--- config.mk ---
export PLATFORM = sky130hd
export DESIGN_NAME = nn_result_collector
export DESIGN_NICKNAME = d
export VERILOG_FILES = /design/src/rtl/nn_result_pkg.sv /design/src/rtl/nn_word_buffer.sv /design/src/rtl/nn_result_collector.sv
export SDC_FILE = /design/constraint.sdc
export NUM_CORES = 1
export LEC_CHECK = 0
export ABC_AREA = 1
export BUFFER_PORTS_ARGS = -buffer_cell sky130_fd_sc_hd__buf_2
export CAP_MARGIN = 20
export CORE_MARGIN = 4
export CORE_UTILIZATION = 55
export DETAILED_ROUTE_END_ITERATION = 10
export GPL_TIMING_DRIVEN = 1
export PLACE_DENSITY = 0.84
export SETUP_SLACK_MARGIN = 0.1
export SYNTH_ARGS = -nofsm -noshare
export SYNTH_HDL_FRONTEND = slang
export SYNTH_SLANG_ARGS = --single-unit
--- constraint.sdc ---
create_clock -name CLK -period 4.7 [get_ports CLK]
set_input_delay 0.47 -clock CLK [delete_from_list [all_inputs] [get_ports CLK]]
set_output_delay 0.47 -clock CLK [all_outputs]
set_load 0.05 [all_outputs]
--- src/rtl/nn_result_pkg.sv ---
// Shared types for the NN result collector: word width, FSM states, Flopoco exception codes.
// No logic of its own; the exception classifier is a pure function.
package nn_result_pkg;

    localparam int NN_BIT_WIDTH  = 32;
    localparam int NN_EXTRA_BITS = 2;
    localparam int NN_WORD_W     = NN_BIT_WIDTH + NN_EXTRA_BITS;

    typedef enum logic [1:0] {
        S_IDLE    = 2'd0,
        S_CAPTURE = 2'd1,
        S_SEND    = 2'd2,
        S_DONE    = 2'd3
    } state_t;

    localparam logic [1:0] EXC_ZERO   = 2'b00;
    localparam logic [1:0] EXC_NORMAL = 2'b01;
    localparam logic [1:0] EXC_INF    = 2'b10;
    localparam logic [1:0] EXC_NAN    = 2'b11;

    // Inf and NaN mark a result the host should not trust.
    function automatic logic exc_is_bad(input logic [1:0] exc);
        logic bad;
        case (exc)
            EXC_ZERO, EXC_NORMAL: bad = 1'b0;
            default:              bad = 1'b1;
        endcase
        return bad;
    endfunction

endpackage

--- src/rtl/nn_word_buffer.sv ---
// Result word store: DEPTH x W registers, one write port, one combinational read port.
// Cleared by synchronous RESET; no flow control of its own.
module nn_word_buffer
    import nn_result_pkg::*;
#(
    parameter int W     = NN_WORD_W,
    parameter int DEPTH = 3,
    parameter int AW    = $clog2(DEPTH)
) (
    input  logic          CLK,
    input  logic          RESET,
    input  logic          wr_en,
    input  logic [AW-1:0] wr_addr,
    input  logic [W-1:0]  wr_data,
    input  logic [AW-1:0] rd_addr,
    output logic [W-1:0]  rd_data
);

    logic [W-1:0] mem [DEPTH];

    always_ff @(posedge CLK) begin
        if (RESET) begin
            for (int i = 0; i < DEPTH; i++) begin
                mem[i] <= '0;
            end
        end else if (wr_en) begin
            mem[wr_addr] <= wr_data;
        end
    end

    assign rd_data = mem[rd_addr];

endmodule

--- src/rtl/nn_result_collector.sv ---
// Captures Best_error plus NUM_UNKNOWNS roots after stop_training (or the cycle limit) and streams them out.
// Optional NN_RESULT_EXC_CHECK_EN adds a sticky inf/NaN flag; registered outputs, M_VALID/M_READY backpressure.
module nn_result_collector
    import nn_result_pkg::*;
#(
    parameter int               BIT_WIDTH    = NN_BIT_WIDTH,
    parameter int               EXTRA_BITS   = NN_EXTRA_BITS,
    parameter int               NUM_UNKNOWNS = 2,
    parameter int               CNT_W        = 24,
    parameter logic [CNT_W-1:0] MAX_CYCLES   = CNT_W'(24'hFFFFFF),
    localparam int              W            = BIT_WIDTH + EXTRA_BITS,
    localparam int              IDX_W        = $clog2(NUM_UNKNOWNS + 1)
) (
    input  logic             CLK,
    input  logic             RESET,
    input  logic             STOP_TRAINING,
    input  logic [W-1:0]     BEST_ERROR,
    input  logic [W-1:0]     ROOT_IN,
    input  logic             ROOT_VALID,
    output logic [W-1:0]     M_DATA,
    output logic [IDX_W-1:0] M_IDX,
    output logic             M_VALID,
    input  logic             M_READY,
    output logic             M_LAST,
    output logic             DONE,
    output logic             TIMEOUT,
    output logic [CNT_W-1:0] TRAIN_CYCLES,
    output logic             BAD_RESULT
);

    localparam logic [CNT_W-1:0] LIMIT_M1 = MAX_CYCLES - 1'b1;
    localparam bit               LIMIT_EN = (MAX_CYCLES != '0);
    localparam logic [IDX_W-1:0] LAST_WR  = IDX_W'(NUM_UNKNOWNS - 1);
    localparam logic [IDX_W-1:0] LAST_RD  = IDX_W'(NUM_UNKNOWNS);

    state_t           state, state_nxt;
    logic             stop_d, stop_edge, limit_hit, idle_exit;
    logic             root_wr, last_root, xfer;
    logic [IDX_W-1:0] wr_idx, rd_idx, rd_nxt;
    logic             buf_wr_en;
    logic [IDX_W-1:0] buf_wr_addr;
    logic [W-1:0]     buf_wr_data, buf_rd_data;
    logic             m_valid_nxt, m_last_nxt, done_nxt;
    logic [W-1:0]     m_data_nxt;
    logic [IDX_W-1:0] m_idx_nxt;

    assign stop_edge = STOP_TRAINING & ~stop_d;
    assign limit_hit = LIMIT_EN && (TRAIN_CYCLES == LIMIT_M1);
    assign idle_exit = (state == S_IDLE) && (stop_edge || limit_hit);
    assign root_wr   = (state == S_CAPTURE) && ROOT_VALID;
    assign last_root = root_wr && (wr_idx == LAST_WR);
    assign xfer      = (state == S_SEND) && M_VALID && M_READY;
    // rd_idx parks on the last slot so the index never wraps past N.
    assign rd_nxt    = rd_idx + IDX_W'(xfer && !M_LAST);

    // Slot 0 holds the error word; roots land in 1..N.
    assign buf_wr_en   = idle_exit || root_wr;
    assign buf_wr_addr = idle_exit ? '0 : wr_idx + 1'b1;
    assign buf_wr_data = idle_exit ? BEST_ERROR : ROOT_IN;

    nn_word_buffer #(
        .W     (W),
        .DEPTH (NUM_UNKNOWNS + 1),
        .AW    (IDX_W)
    ) u_buf (
        .CLK     (CLK),
        .RESET   (RESET),
        .wr_en   (buf_wr_en),
        .wr_addr (buf_wr_addr),
        .wr_data (buf_wr_data),
        .rd_addr (rd_nxt),
        .rd_data (buf_rd_data)
    );

    always_ff @(posedge CLK) begin
        if (RESET) begin
            state <= S_IDLE;
        end else begin
            state <= state_nxt;
        end
    end

    always_comb begin
        state_nxt = state;
        case (state)
            S_IDLE:    if (idle_exit) state_nxt = S_CAPTURE;
            S_CAPTURE: if (last_root) state_nxt = S_SEND;
            S_SEND:    if (xfer && M_LAST) state_nxt = S_DONE;
            default:   state_nxt = S_DONE;
        endcase
    end

    // Output values are computed for the next state so the registered outputs line up with it.
    always_comb begin
        m_valid_nxt = 1'b0;
        m_data_nxt  = '0;
        m_idx_nxt   = '0;
        m_last_nxt  = 1'b0;
        done_nxt    = (state_nxt == S_DONE);
        if (state_nxt == S_SEND) begin
            m_valid_nxt = 1'b1;
            m_data_nxt  = buf_rd_data;
            m_idx_nxt   = rd_nxt;
            m_last_nxt  = (rd_nxt == LAST_RD);
        end
    end

    always_ff @(posedge CLK) begin
        if (RESET) begin
            stop_d       <= 1'b0;
            wr_idx       <= '0;
            rd_idx       <= '0;
            TRAIN_CYCLES <= '0;
            TIMEOUT      <= 1'b0;
            M_VALID      <= 1'b0;
            M_DATA       <= '0;
            M_IDX        <= '0;
            M_LAST       <= 1'b0;
            DONE         <= 1'b0;
        end else begin
            stop_d <= STOP_TRAINING;
            if ((state == S_IDLE) && !idle_exit && (TRAIN_CYCLES != '1)) begin
                TRAIN_CYCLES <= TRAIN_CYCLES + 1'b1;
            end
            if (idle_exit) begin
                TIMEOUT <= limit_hit && !stop_edge;
            end
            if (root_wr) begin
                wr_idx <= wr_idx + 1'b1;
            end
            rd_idx  <= rd_nxt;
            M_VALID <= m_valid_nxt;
            M_DATA  <= m_data_nxt;
            M_IDX   <= m_idx_nxt;
            M_LAST  <= m_last_nxt;
            DONE    <= done_nxt;
        end
    end

`ifdef NN_RESULT_EXC_CHECK_EN
    always_ff @(posedge CLK) begin
        if (RESET) begin
            BAD_RESULT <= 1'b0;
        end else if (buf_wr_en && exc_is_bad(buf_wr_data[W-1:W-2])) begin
            BAD_RESULT <= 1'b1;
        end
    end
`else
    assign BAD_RESULT = 1'b0;
`endif

endmodule

==> out/summary.md <==
• GRT Total Usage: 0.208
• Final Setup Violations: 0
• postcts setup bufs: 0
• Worst Setup End Kind: flip-flop
• Critical Path Slowest Stage Cell: nand3_2
• P_leak: 4.89 nW
• Hold Vio Cnt, Final: 0
• worst vdd ir: 0.245 mV
• proportion of synthesized area in mux cells: 0
• number of port buffers: 136
• CTS buffer count: 22
• wire length of the first global-routing pass: 33.2 mm
• Max Slew Vio Count: 0
• largest family of logic cells by synthesized area: simple AND/OR/NAND/NOR gates
• Clock Pin Slew Worst Setup and Hold Paths: 0.06 ns
• Boundary Pins: 138
• maximum level of the CTS H-tree: 1
• max frequency: 335 MHz
• Syn-to-layout area delta: 15.5%
• horizontal extent of the die: 138 um
• nets@finish: 1271
• Antenna Nets Post-Route: 0
• post-synthesis area per instance: 8.63 um^2
• cell type with the highest occurrence count on the critical path: inv_1
• kind of path behind the tightest hold check: input pin to flip-flop
• Resized Gates After CTS: 0
• Detailed Routing Iterations Pass 1: 9
• Compound-Gate Fraction of Synth Area: 0.0615
• worst reg2reg path depth: 11
• filler cell count: 1313
• antenna diode count: 0
• effective utilization at floorplan: 0.562
• average wire per cell in the routed design: 14.2 um
• initial antenna violation count: 0
• aggregate global routing overflow: 0
• Final Critical Period: 2.99 ns
• post-detail-place hpwl: 12.5 mm
• top library cells by usage in the layout, fill and taps aside: nand2_1 (423), nor2_1 (152), buf_2 (136), edfxtp_1 (136), inv_1 (91)
• required time of the critical path: 5.10 ns
• arithmetic-cell share of the synthesized area counting full adders, half adders and majority gates: 0.00537
• CP top delay family: simple AND/OR/NAND/NOR gates
• CP Data Arrival Time: 3.39 ns
• utilization after layout: 0.649
• clock latency at the later pin of the worst-skew pair: 0.51 ns
• flip-flop and latch count after synthesis: 207
• initial detailed-routing violation count: 596
• simple-gate share of the synthesized area: 0.258
• max cap viols: 0
• via count of the first global-routing pass: 6937
• pwr dens: 366 mW/mm^2
• largest net degree at the start of global routing: 70
• hold bufs inserted after CTS: 0
• category of the most critical setup path: flip-flop to flip-flop
• setup tns final: 0 ns
• clock tree from TritonCTS: done
• Syn. warnings: 0
• Routability Congestion: 0.874
• actual transition at the worst max-transition pin: 1.06 ns
• share of post-route cells with drive strength above 1: 0.178
• chip height: 138 um
• crit-path max cell delay: 0.71 ns
• number of gates on the worst path with buffers counted: 11
• crit start category: flip-flop
• worst slew margin relative to its limit: 0.296
• synthesized netlist net count: 1156
• via/cell ratio: 5.05
• count of unresolved DRC violations after routing: 0
• routed via count: 7223
• Core Region: 0.0166 mm^2
• leading cell type in the layout, fill and taps excluded: nand2_1
• final cycle utilization of the critical path: 0.636
• cell chain of the critical path: inv_1 > ha_1 > inv_1 > nor2_1 > nand2_2 > nor2_4 > nand3_4 > nand2_4 > inv_1 > nand3_2 > a21oi_1
• post-route clock skew: 0.0115 ns
• # rows: 47
• outcome: completed
• Distinct cells, synth: 33
• Worst Path Buf+Inv: 3
• clock tree sinks: 207
• Hold Path Depth: 3
• part of the Yosys area used for sequential elements: 0.591
• crit path max fanout: 69
• full die area: 0.0191 mm^2
• combined area of all synthesized cells: 0.00931 mm^2
• maximum root-to-sink buffer count: 3
• cells after synthesis: 1079
• setup repair after global routing missed its margin: no
• Clk Tree Root Cell: clkbuf_16
• wire length reported by the detailed router: 20.3 mm
• XOR/XNOR share of the synthesized area: 0.0159
[synth_stat cells]
cell,number,area (um^2)
a21oi_1,62,310
buf_1,1,3.75
buf_2,11,55.1
buf_4,10,75.1
buf_6,4,45.0
clkbuf_1,23,86.3
clkinv_1,1,3.75
clkinv_4,1,8.76
conb_1,1,3.75
dfxtp_1,71,1420
edfxtp_1,136,4080
ha_1,4,50.1
inv_1,91,342
inv_2,2,7.51
nand2_1,426,1600
nand2_2,4,25.0
nand2_4,4,45.0
nand3_1,6,30.0
nand3_2,1,10.0
nand3_4,1,17.5
nand3b_1,7,52.6
nand4_1,1,6.26
nor2_1,152,571
nor2_2,1,6.26
nor2_4,3,33.8
nor3_1,2,10.0
o211ai_1,1,7.51
o21ai_0,6,30.0
o21ai_1,10,50.1
o21ai_2,20,175
xnor2_1,4,35.0
xnor2_2,1,16.3
xor2_1,11,96.3
[final timing paths]
kind,start,to,slack [ns]
hold reg to reg,TIMEOUT$_SDFFE_PP0N_,TIMEOUT$_SDFFE_PP0N_,0.46
setup / recovery,TRAIN_CYCLES[0]$_SDFFE_PP0P_,M_DATA[1]$_SDFF_PP0_,1.71
hold / removal,STOP_TRAINING,stop_d$_SDFF_PP0_,0.20
setup reg to reg,TRAIN_CYCLES[0]$_SDFFE_PP0P_,M_DATA[1]$_SDFF_PP0_,1.71
[power by group]
| group | switching (mW) | total, mW | internal, mW |
|---|---|---|---|
| Clock | 0.675 | 1.60 | 0.929 |
| Sequential | 0.0213 | 2.04 | 2.02 |
| Combinational | 0.210 | 0.291 | 0.0803 |
| Total | 0.907 | 3.94 | 3.03 |
[per-layer routing]
layer | up-vias | part of all wire | track usage
met5 | - | 0 | 0
met4 | 0 | 0.018 | 0.0562
met3 | 33 | 0.075 | 0.0380
met2 | 264 | 0.50 | 0.369
met1 | 3320 | 0.41 | 0.264
li1 | 3606 | - | -
[state kept, by name, summed over array words and instances, names as in the netlist]
register and count:
state 2, DONE 1, TRAIN_CYCLES 24, rd_idx 2, M_VALID 1, M_DATA 34, u_buf.mem 136, M_IDX 2
wr_idx 2, M_LAST 1, stop_d 1, TIMEOUT 1
[metrics by stage]
| step | hold slack, ns | cells | worst slack, ns | cell area [um^2] | power [mW] |
|---|---|---|---|---|---|
| final | 0.202 | 1430 | 1.71 | 10800 | 3.94 |
| after global routing | 0.235 | 1430 | 1.41 | 10800 | 4.09 |
| after CTS | 0.186 | 1429 | 1.21 | 10700 | 3.96 |
| after detailed placement | 0.439 | 1389 | 1.09 | 10100 | 2.37 |
| after global placement | 0.446 | 1388 | 1.16 | 10000 | 2.36 |
| after floorplan | 0.433 | 1079 | 0.347 | 9310 | 2.28 |
[area by class of cell]
class | count | area [um^2] | area share
Tap cell | 220 | 275 | 0.0256
Timing Repair Buffer | 140 | 736 | 0.0684
Sequential cell | 207 | 5510 | 0.512
Clock buffer | 33 | 633 | 0.0589
Clock inverter | 7 | 33.8 | 0.00314
Multi-Input combinational cell | 728 | 3210 | 0.299
Inverter | 95 | 362 | 0.0336
[cells by family (layout without fill, tap and decap cells)]
group	after synthesis	count (layout)
other	1	1
AOI/OAI and AO/OA	99	99
DFF	207	207
adders and majority gates	4	4
and+or+nand+nor	608	608
buffers and inverters	144	275
xor gates and xnor gates	16	16
[tightest hold or removal path, delay by kind of cell]
kind	cells	cell delay (ns)
AND/OR/NAND/NOR	1	0.07
buffers and inverters	2	0.12
Power figures use the tool's default switching activity.
